<file path="config.mk">
export PLATFORM = sky130hd
export DESIGN_NAME = conv_encoder_flat
export DESIGN_NICKNAME = d
export VERILOG_FILES = /design/src/rtl/conv_encoder_if.sv /design/src/rtl/conv_encoder.sv /design/src/flat_wrapper.sv
export SDC_FILE = /design/constraint.sdc
export NUM_CORES = 1
export LEC_CHECK = 0
export CORE_MARGIN = 3
export CORE_UTILIZATION = 46
export DETAILED_ROUTE_END_ITERATION = 12
export GPL_TIMING_DRIVEN = 1
export HOLD_SLACK_MARGIN = 0.02
export MAX_ROUTING_LAYER = met4
export PLACE_DENSITY = 0.74
export SLEW_MARGIN = 20
export SYNTH_ARGS = -nofsm -noshare
export SYNTH_HDL_FRONTEND = slang
export SYNTH_SLANG_ARGS = --single-unit
</file>
<file path="constraint.sdc">
create_clock -name clk -period 1.65 [get_ports clk]
set_input_delay 0.165 -clock clk [delete_from_list [all_inputs] [get_ports clk]]
set_output_delay 0.165 -clock clk [all_outputs]
set_load 0.01 [all_outputs]
</file>
<file path="src/rtl/conv_encoder_if.sv">
`default_nettype none
// ------------------------------------------------------------
// conv_encoder_if : bit-in / symbol-out handshake bundle
// Rev 1.0
// ------------------------------------------------------------
interface conv_encoder_if;
   logic       start_i;
   logic       data_i;
   logic       valid_i;
   logic       ready_o;
   logic [1:0] sym_o;
   logic       sym_valid_o;
   logic       sym_ready_i;
   logic       busy_o;
   logic       frame_done_o;

   modport master (
      output start_i, data_i, valid_i, sym_ready_i,
      input  ready_o, sym_o, sym_valid_o, busy_o, frame_done_o
   );

   modport slave (
      input  start_i, data_i, valid_i, sym_ready_i,
      output ready_o, sym_o, sym_valid_o, busy_o, frame_done_o
   );
endinterface
`default_nettype wire

</file>
<file path="src/rtl/conv_encoder.sv">
`default_nettype none
// ------------------------------------------------------------
// conv_encoder : rate-1/2, K=3 convolutional encoder with optional
// zero-tail termination (macro CONV_ENC_TAIL_EN). Rev 1.0
// ------------------------------------------------------------
module conv_encoder #(
   parameter int         FRAME_LEN = 64,
   parameter int         CNT_W     = 8,
   parameter logic [2:0] G0        = 3'b111,
   parameter logic [2:0] G1        = 3'b101
) (
   input  logic          clk,
   input  logic          rst_n,
   conv_encoder_if.slave bus
);

   typedef enum logic [1:0] {
      ST_IDLE  = 2'd0,
      ST_DATA  = 2'd1,
`ifdef CONV_ENC_TAIL_EN
      ST_TAIL  = 2'd2,
`endif
      ST_DRAIN = 2'd3
   } state_t;

   localparam logic [CNT_W-1:0] C_LAST = CNT_W'(FRAME_LEN - 1);

   state_t           r_state;
   logic [1:0]       r_s;
   logic [CNT_W-1:0] r_cnt;
   logic [1:0]       r_sym;
   logic             r_sym_valid;
   logic             r_busy;
   logic             r_frame_done;
`ifdef CONV_ENC_TAIL_EN
   logic             r_tail_cnt;
`endif

   logic w_slot_free;
   logic w_ready;
   logic w_in_xfer;
   logic w_out_xfer;

   function automatic logic [1:0] encode(input logic in_bit, input logic [1:0] st);
      logic [2:0] taps;
      taps = {in_bit, st};
      return {^(G0 & taps), ^(G1 & taps)};
   endfunction

   assign w_slot_free = !r_sym_valid || bus.sym_ready_i;
   assign w_ready     = (r_state == ST_DATA) && w_slot_free;
   assign w_in_xfer   = bus.valid_i && w_ready;
   assign w_out_xfer  = r_sym_valid && bus.sym_ready_i;

   always_ff @(posedge clk or negedge rst_n) begin
      if (!rst_n) begin
         r_state      <= ST_IDLE;
         r_s          <= 2'b00;
         r_cnt        <= '0;
         r_sym        <= 2'b00;
         r_sym_valid  <= 1'b0;
         r_busy       <= 1'b0;
         r_frame_done <= 1'b0;
`ifdef CONV_ENC_TAIL_EN
         r_tail_cnt   <= 1'b0;
`endif
      end else begin
         r_frame_done <= 1'b0;
         // A load below overrides this clear, keeping valid high back-to-back
         if (w_out_xfer) r_sym_valid <= 1'b0;
         case (r_state)
            ST_IDLE: begin
               if (bus.start_i) begin
                  r_s     <= 2'b00;
                  r_cnt   <= '0;
                  r_busy  <= 1'b1;
                  r_state <= ST_DATA;
               end
            end
            ST_DATA: begin
               if (w_in_xfer) begin
                  r_sym       <= encode(bus.data_i, r_s);
                  r_sym_valid <= 1'b1;
                  r_s         <= {bus.data_i, r_s[1]};
                  r_cnt       <= r_cnt + 1'b1;
                  if (r_cnt == C_LAST) begin
`ifdef CONV_ENC_TAIL_EN
                     r_tail_cnt <= 1'b0;
                     r_state    <= ST_TAIL;
`else
                     r_state    <= ST_DRAIN;
`endif
                  end
               end
            end
`ifdef CONV_ENC_TAIL_EN
            ST_TAIL: begin
               if (w_slot_free) begin
                  r_sym       <= encode(1'b0, r_s);
                  r_sym_valid <= 1'b1;
                  r_s         <= {1'b0, r_s[1]};
                  r_tail_cnt  <= 1'b1;
                  if (r_tail_cnt) r_state <= ST_DRAIN;
               end
            end
`endif
            ST_DRAIN: begin
               if (w_out_xfer) begin
                  r_frame_done <= 1'b1;
                  r_busy       <= 1'b0;
                  r_state      <= ST_IDLE;
               end
            end
            default: r_state <= ST_IDLE;
         endcase
      end
   end

   assign bus.ready_o      = w_ready;
   assign bus.sym_o        = r_sym;
   assign bus.sym_valid_o  = r_sym_valid;
   assign bus.busy_o       = r_busy;
   assign bus.frame_done_o = r_frame_done;

endmodule
`default_nettype wire

</file>
<file path="src/flat_wrapper.sv">
// flat-port wrapper written by rule: the top's interface ports become plain ports
module conv_encoder_flat 
#(
   parameter int         FRAME_LEN = 64,
   parameter int         CNT_W     = 8,
   parameter logic [2:0] G0        = 3'b111,
   parameter logic [2:0] G1        = 3'b101
)
  (clk, rst_n, bus_start_i, bus_data_i, bus_valid_i, bus_sym_ready_i, bus_ready_o, bus_sym_o, bus_sym_valid_o, bus_busy_o, bus_frame_done_o);
  conv_encoder_if bus_i ();
  input  logic clk;
  input  logic rst_n;
  input wire logic [$bits(bus_i.start_i)-1:0] bus_start_i;
  input wire logic [$bits(bus_i.data_i)-1:0] bus_data_i;
  input wire logic [$bits(bus_i.valid_i)-1:0] bus_valid_i;
  input wire logic [$bits(bus_i.sym_ready_i)-1:0] bus_sym_ready_i;
  output wire logic [$bits(bus_i.ready_o)-1:0] bus_ready_o;
  output wire logic [$bits(bus_i.sym_o)-1:0] bus_sym_o;
  output wire logic [$bits(bus_i.sym_valid_o)-1:0] bus_sym_valid_o;
  output wire logic [$bits(bus_i.busy_o)-1:0] bus_busy_o;
  output wire logic [$bits(bus_i.frame_done_o)-1:0] bus_frame_done_o;
  assign bus_i.start_i = bus_start_i;
  assign bus_i.data_i = bus_data_i;
  assign bus_i.valid_i = bus_valid_i;
  assign bus_i.sym_ready_i = bus_sym_ready_i;
  assign bus_ready_o = bus_i.ready_o;
  assign bus_sym_o = bus_i.sym_o;
  assign bus_sym_valid_o = bus_i.sym_valid_o;
  assign bus_busy_o = bus_i.busy_o;
  assign bus_frame_done_o = bus_i.frame_done_o;
  conv_encoder #(.FRAME_LEN(FRAME_LEN), .CNT_W(CNT_W), .G0(G0), .G1(G1)) u_core (.clk(clk), .rst_n(rst_n), .bus(bus_i));
endmodule
</file>
==> results.md <==
- Top-count cell post-synth: dfrtp_1
- Clk_skew: 0.00223 ns
- Fin crit period: approximately 1.6 ns
- TNS Setup: 0 ns
- Avg WL per Cell: between 10 and 15 um
- Total power: 1900 uW
- Critical path capture point type: flop
- Max cap viols: 0
- Peak Freq: ~620 MHz
- Unique cell type count in the Yosys netlist: 34
- Setup WS post-layout: approximately 0.05 ns
- GRT Util Overall: ~17%
- Number of buffers created by CTS: 3
- Final setup violation count: 0
- CP max stage cell: dfrtp_1
- CP startpoint: u_core.r_cnt[0]
- Crit path DAT: around 1.8 ns
- # port buffers: 11
- Flops & latches, synth: 17
- VDD IR max: 0.946 mV
- Grt total ovfl: 0
- XOR/XNOR Fraction of Synth Area: 2.07%
- Placed insts: about 130
- Die X: 48.9 um
- Largest family of logic cells by synthesized area: simple AND/OR/NAND/NOR gates
- Worst-path clk slew: approximately 0.090 ns
- Pre-CTS setup slack: -0.0214 ns
- Vias: ~750
- Setup Buffers After CTS: 0
- Post-Synth Simple-Gate Area: 24.4%
- CTS tree: done
- Synth area leader: dfrtp_1
- 1st-iter DRT viols: 14
- Slew @ Worst Pin: 0.293 ns
- Ranking of synthesized cells by area: dfrtp_1, o21ai_0, nand2_1, a31oi_4, a21oi_1
- Top post-synthesis cells by count: dfrtp_1, nand2_1, o21ai_0
- Post-synth top area share: around half
- Mux contribution to synthesized area: 0%
- # IOs: 12
- WP data required: about 1.9 ns
- Cell count after synthesis: 85
- Detailed placer's ending HPWL: about 1.3 mm
- Clk buf depth: 2
- Final wirelength: 1.78 mm
- Final worst-path cycle share: between 90% and 100%
- Synthesized net count: 92
- Hold Crit Class: input pin to asynchronous set/reset pin
- Pleak: 0.000459 uW
- Worst-Skew Late Latency: ~0.28 ns
- H-tree levels: 1
- Row cnt: 14
- Post-synth ARST share: 100%
- CTS root buf: clkbuf_4
- Core Area: between 1500 and 2000 um^2
- Area grow syn2layout: 28.6%
- Remaining DRCs: 0
- Synth Area in Compound Gates: 19.3%
- DR vias/cell: about 5.7
- R2r startpoint: u_core.r_cnt[0]
- Critical path peak fanout: 4
- DIE HEIGHT: around 50 um
- Post-layout nets: approximately 120
- Status: finished clean
- Share of layout cells above drive strength 1: 17.8%
- Initial Util: between 50 and 60%
- Number of global-route vias before repair: around 680
- DRT Pass-1 Iters: 4
- N_diodes: 0
- Die ar.: about 2400 um^2
- Pin count of the biggest net entering global routing: 18
- Kind of critical path: flop to flop
- CP max stage delay: 0.41 ns
- Adder-cell share of the synthesized area: 1.48%
- Capture point of the worst reg-to-reg path: u_core.r_cnt[6]
- Post-synthesis sequential area ratio: about half
- Number of flops mapped to enable cells by yosys: 0
- RD Place Congestion: approximately 0.81
- Reg2reg setup slack: roughly 0.05 ns
- Mean Syn Cell Area: 9.94 um^2
- Mapped Area: between 800 and 900 um^2
- CTS Sinks: 17
- Warnings, synthesis: 0
- Path depth of the worst reg2reg path: 5
- Synth Flop Type: dfrtp_1
- Startpoint types: flop
- Final Max Tran Viols: 0
- CP Cell Sequence: ha_4 > nand3_2 > or3_4 > or3_1 > a21oi_1
- Max-slew headroom at the worst pin: roughly 80%
- Finished Layout Cells: 131
- Pwr dens: 1750 nW/um^2
- Initial antenna violation count: 0
- First-pass GRT wire length: roughly 3.1 mm
- Final hold violations: 0
- Antenna-violating nets left: 0
==> cell usage in the layout, fill, tap and decap left out, types with 3 or more instances in the layout <==
cell type         n
a21oi_1           4
nand3_1           4
buf_4            10
nand2_1          12
nor2_1            4
clkbuf_4          3
a31oi_1           3
o21ai_0           9
clkdlybuf4s50_1  10
dfrtp_1          17
==> routing by layer <==
metal / vias up / routed length (um) / global-route usage (%)
met5: - / 0 / -
met4: 0 / 29 / 5.21
met3: 6 / 76 / 3.06
met2: 30 / 881 / 25.8
met1: 361 / 794 / 22.8
li1: 354 / - / -
==> worst max-delay path by stage <==
| stage | slack (ns) | endpoint | cells after the start |
|---|---|---|---|
| finish | 0.05 | u_core.r_cnt[6] | 5 |
| global route | -0.01 | u_core.r_cnt[6] | 5 |
| CTS | 0.03 | u_core.r_cnt[6] | 5 |
| detailed placement | -0.02 | u_core.r_cnt[1] | 5 |
| global placement | 0.02 | u_core.r_cnt[1] | 5 |
| floorplan | 0.11 | u_core.r_cnt[6] | 5 |
==> critical path: cells and delay by family, from the launching register on <==
| kind | cells | cell delay, ns |
|---|---|---|
| adders and majority gates | 1 | 0.17 |
| and+or+nand+nor | 3 | 0.79 |
| DFF | 1 | 0.41 |
| AOI/OAI and AO/OA | 1 | 0.16 |
==> power by group <==
group | internal, uW | switching, uW
registers | 582 | 154
clock network | 93.8 | 122
logic | 473 | 471
==> flip-flops by register name, summed over array words and instances, names as in the netlist <==
name,cells
u_core.r_cnt,8
u_core.bus.sym_o,2
u_core.r_s,2
u_core.r_state,2
u_core.bus.busy_o,1
u_core.bus.frame_done_o,1
u_core.bus.sym_valid_o,1
==> kinds of logic (layout without fill, tap and decap cells) <==
group           after synthesis  after routing
buf+inv                       4             26
xor+xnor                      2              2
compound gates               24             24
fa+ha+maj                     1              1
simple gates                 37             37
flops                        17             17
==> metrics by stage <==
step / util (%) / cell area, um^2 / hold slack [ns]
after detailed placement: 64.8 / 1040 / 0.472
after CTS: 66.3 / 1070 / 0.191
final: 67.4 / 1090 / 0.191
after floorplan: - / 845 / -0.131
after global routing: 67.4 / 1090 / 0.207
after global placement: 64.8 / 1040 / 0.470
==> final cells by class <==
class / instances / area (um^2)
timing repair buffer: 21 / 184
fill: 144 / 526
sequential: 17 / 425
tap: 24 / 30.0
clock buffer: 4 / 26.3
multi-input combinational: 64 / 417
inverter: 1 / 3.75
==> what timing repair did <==
item | 4_1_cts | 5_1_grt
gates resized for setup | 1 | 3
hold buffers | 0 | 0
setup endpoints to repair | 1 | 1
Note: power is estimated with default switching activity, not from simulation.
==> variant 1: new RTL, same settings <==
Build with the macro `CONV_ENC_TAIL_EN` defined.
--- a/src/rtl/conv_encoder.sv
+++ b/src/rtl/conv_encoder.sv
@@ -4,4 +4,6 @@
 // zero-tail termination (macro CONV_ENC_TAIL_EN). Rev 1.0
 // ------------------------------------------------------------
+`define CONV_ENC_TAIL_EN
+
 module conv_encoder #(
    parameter int         FRAME_LEN = 64,
Check against the original RTL: no difference found for any inputs over 10 cycles, from zero or initial values and one cycle with rst_n low; that may be too few to reach the edited logic, so the function may still have changed.
==> variant 1 against the original RTL <==
  * Core utilization rose by 16 points
  * Wire length up 95%
  * Via count is 44% higher
  * Worst hold slack lost 19 ps
  * Fmax decreased by 22%
  * Final area up 59%
  * Sequential cell count rose by 1
  * Area after synthesis grew 26%
  * Total power up 71%
  * Largest cell class is now multi-input gates
  * First-iteration DRC count rose to 2.9 times the old value
  * Clock power is 37% higher
  * Worst setup slack got worse by 460 ps
  * The flow now finishes with violations (negative setup slack)
==> variant 1: results (changes against the original RTL) <==
global_routing:
  met3_usage: 0.04432  # +0.01374
  first_global_vias: 1112  # +64%
  grt_pass1_wl_um: 4830  # +54%
  met2_usage: 0.4044  # +0.1465
  grt_usage: 0.2362  # +0.06766
  grt_max_degree: 19  # +1
  gr-usage-met1: 0.2615  # +0.03364
drt:
  wl_per_cell_um: 17.97  # +32%
  dr_wl_met3_um: 173  # +130%
  wl_met2_um: 1808  # +110%
  drt_iter0_drc: 41  # +27
  drt-met1-wl_um: 1419  # +79%
  routed_via_density: 5.585  # -2.6%
sta:
  slew_headroom: 0.7429  # -0.05950
  setup_violations: 14  # +14
  tns_ps: -2886  # -2886 ps
  skew_ps: 1.427  # -0.8057 ps
  fin_ws_ps: -413.5  # -462.2 ps
power:
  seqPwrFrac: 0.224  # -0.164
  p_clk_frac: 0.091  # -0.023
  p_leak_nw: 0.8415  # +83%
  swShare: 0.3924  # -0.001533
  max-vdd-ir-drop_v: 0.001328  # +40%
  power_switching_mw: 1.269  # +70%
synth:
  seq_area_frac_synth: 0.4225  # -0.08117
  synth_common_cells: "18 x dfrtp_1, 15 x nand2_1, 7 x ha_1, 7 x inv_1"
  synth_area_per_cell_um2: 9.691  # -2.5%
  ys_top_cells_by_area: "dfrtp_1 42%, ha_1 8.2%, nand2_1 5.3%, mux2i_1 4.7%, inv_1 2.5%"
  syn_nets: 123  # +34%
finish:
  multi_input_area_share: 0.4118  # +0.02821
  seq_area_um2: 450.4  # +5.9%
  n_fill_cell: 115  # -20%
  clk_share: 0.02095  # -0.003240
  buffer_area_frac: 0.2724  # +0.1030
  nFlopsAndLatches: 18  # +1
  drive_gt1_frac: 0.4759  # +0.2983
  multi_input_gates: 82  # +28%
  nClkBuffers: 4  # unchanged
  inverters_excl_clock: 7  # +6
  signal_buffers: 55  # +160%
  stdcell_count: 193  # +47%
clocking:
  cts.repair.resized: 17  # +16
  clkTransAtPathRegs_ps: 110  # +20 ps
  clock_latency_ps: 310  # +30 ps
  cts_setup_buffers: 6  # +6
outcome:
  violations: "negative setup slack"
  status: "complete, but fails checks"
setup_path:
  r2r-end: "u_core.r_state[0]"
  cpMaxStageDelayCell: "or4b_4"
  critPathMaxStageDelay_ps: 500  # +90 ps
  reg2reg_depth: 7  # +2
  cp_max_fo: 3  # -1
  crit_start: "u_core.r_state[1]"
placed_design:
  gp_congestion: 0.8371  # +3.1%
  dp_cells: 177  # +39%
worst_hold_path:
  hold_class: "in -> async"
-- variant 1: changes by cell type after synthesis, sizes merged, moves of 5 or more --
cell | unedited run | this run
ha | 1 | 7
mux2i | 0 | 5
inv | 1 | 7
o21ai | 10 | 5
-- variant 1: stage by stage --
stage	setup slack, ps	hold slack, ps	instance area [um^2]
2_1_floorplan	-365.8	-130.6	1124
3_3_place_gp	-393.3	489.0	1479
3_5_place_dp	-455.0	501.0	1479
4_1_cts	-377.7	182.9	1630
5_1_grt	-484.7	166.2	1732
6_report	-413.5	171.9	1732
-- variant 1: kinds of logic (layout without fill, tap and decap cells) --
logic type,Yosys count,in the layout,share of synthesized area
XOR/XNOR,2,2,0.01643
multiplexers,8,8,0.08216
flip-flops,18,18,0.4225
buffers and inverters,10,66,0.03639
AO/OA/AOI/OAI,19,19,0.1186
AND/OR/NAND/NOR,46,46,0.2418
adder cells (fa/ha/maj),7,7,0.08216
==> variant 2: new RTL, config.mk and constraints unchanged <==
Without the edit above. Reset style: synchronous (`rst_n`), changed in one clocked block.
--- a/src/rtl/conv_encoder.sv
+++ b/src/rtl/conv_encoder.sv
@@ -53,5 +53,5 @@
    assign w_out_xfer  = r_sym_valid && bus.sym_ready_i;
 
-   always_ff @(posedge clk or negedge rst_n) begin
+   always_ff @(posedge clk) begin
       if (!rst_n) begin
          r_state      <= ST_IDLE;
Behaviour: differs if rst_n is asserted again (counterexample within 4 cycles, from zero or initial values and one cycle with rst_n low); with rst_n held inactive, the same outputs for 10 cycles.
==> variant 2 against the original RTL <==
  * Final area is 5.2% lower
  * Clock skew is 1.5 ps lower
  * Count of clock-buffer cells in the layout stayed put
  * Sequential cell count stayed put
  * Wire length is 0.22% higher
  * Worst setup slack better by 200 ps
  * Area after synthesis is 3.0% lower
  * Highest routed layer unchanged
Power is not compared: it rests on default switching activity, and its combinational part moved more than twofold at a synthesized area within 25%.
==> variant 2: results (changes against the original RTL) <==
placed_design:
  dp_hpwl_um: 1310  # -1.7%
  gp_congestion: 0.8359  # +2.9%
global_routing:
  first_global_vias: 688  # +1.5%
  grt_pass1_wl_um: 3056  # -2.4%
  grt_usage: 0.1980  # +0.02942
  grt_max_degree: 14  # -4
outcome:
  status: "completed"
synth:
  synth_common_cells: "17 x dfxtp_1, 10 x nor2_1, 9 x o21ai_0"
  synthFlopType: "dfxtp_1"
  ys_top_cells_by_area: "dfxtp_1 42%, o21ai_0 5.5%, a21oi_1 4.9%, nor2_1 4.6%, mux2i_1 3.7%"
  syn_nets: 105  # +14%
  synthArstFlopShare: 0  # -1.000
  synthDistinctLibCells: 30  # -12%
setup_path:
  cp_max_fo: 5  # +1
  cp_top_family: "flip-flops"
  cpMaxStageDelayCell: "dfxtp_1"
  critPathMaxStageDelay_ps: 430  # +20 ps
  critical_path_arrival_ps: 1630  # -180 ps
clocking:
  clock_latency_ps: 290
  cts_buffers: 3  # unchanged
  clock_path_buffers: 2  # unchanged
  clkTransAtPathRegs_ps: 100
finish:
  n_fill_cell: 143  # -0.69%
  drive_gt1_frac: 0.1368  # -0.04082
  nNetsFinal: 125  # +8.7%
  antenna_cells: 0  # unchanged
sta:
  slew_headroom: 0.7231  # -0.07930
  skew_ps: 0.7753  # -1.458 ps
worst_hold_path:
  hold_class: "in -> reg"
drt:
  drt_iter0_drc: 15  # +1
  routed_via_density: 5.369  # -6.3%
==> variant 2: cell types whose count changed after synthesis, sizes merged, moves of 3 or more <==
cell   change
dfrtp     -17
dfxtp     +17
nor2       +6
nand2      -5
a21oi      +4
nor4       +4
mux2i      +3
nand4      +3
or3        -3
==> variant 2: metrics by stage <==
stage | std cells | setup WS [ps] | cell area, um^2
6_report | 141 | 245.7 | 1030
5_1_grt | 141 | 95.59 | 1030
4_1_cts | 141 | 234.5 | 1030
3_5_place_dp | 137 | -10.18 | 999.7
2_1_floorplan | 98 | 371.9 | 819.5
3_3_place_gp | 137 | 29.59 | 999.7
==> variant 2: cell type report <==
| type | instances | area [um^2] | share of cell area |
|---|---|---|---|
| sequential | 17 | 345.3 | 0.3354 |
| tap | 24 | 30.03 | 0.02916 |
| timing repair buffer | 19 | 168.9 | 0.1640 |
| inverter | 3 | 11.26 | 0.01094 |
| clock buffer | 4 | 26.28 | 0.02552 |
| multi-input combinational | 74 | 447.9 | 0.4350 |
==> variant 2: power groups by stage <==
stage | sequential, mW | clock (mW) | combinational [mW]
6_report | 0.434 | 0.228 | 0.113
5_1_grt | 0.437 | 0.254 | 0.126
4_1_cts | 0.434 | 0.238 | 0.114
3_5_place_dp | 0.444 | 0 | 0.115
3_3_place_gp | 0.443 | 0 | 0.113
2_1_floorplan | 0.443 | 0 | 0.0605
==> variant 2: worst min-delay path, delay by kind of cell <==
family / cells / cell delay, ps
AOI/OAI and AO/OA: 2 / 120
buffers and inverters: 1 / 410
==> variant 2: cells by family after synthesis <==
family / Yosys count / synth area share
AND/OR/NAND/NOR: 43 / 0.2809
XOR/XNOR: 2 / 0.02138
multiplexers: 3 / 0.03664
AO/OA/AOI/OAI: 25 / 0.1924
adder cells (fa/ha/maj): 1 / 0.01526
buffers and inverters: 7 / 0.03817
flip-flops: 17 / 0.4153
==> variant 2: path summary, 6_finish.rpt <==
kind	start	end	slack (ps)	cells past startpoint
setup / recovery	u_core.r_cnt[0]	u_core.r_cnt[6]	250	5
hold / removal	rst_n	u_core.r_cnt[6]	440	3
setup reg to reg	u_core.r_cnt[0]	u_core.r_cnt[6]	250	5
hold reg to reg	u_core.r_cnt[7]	u_core.r_cnt[7]	470	2
==> variant 2: layer usage <==
layer,GRT usage,vias to the layer above,part of all wire,routed length [um]
met2,0.3151,15,0.48,859
met4,0.06989,0,0.012,22
met1,0.2235,344,0.47,834
met3,0.07749,4,0.039,69
met5,-,-,0,0
li1,-,394,-,-
==> variant 2: timing repair <==
item / 4_1_cts / 5_1_grt
setup endpoints to repair: 1 / 0
gates resized for setup: 4 / 0
setup buffers: 0 / 0
hold buffers: 0 / 0
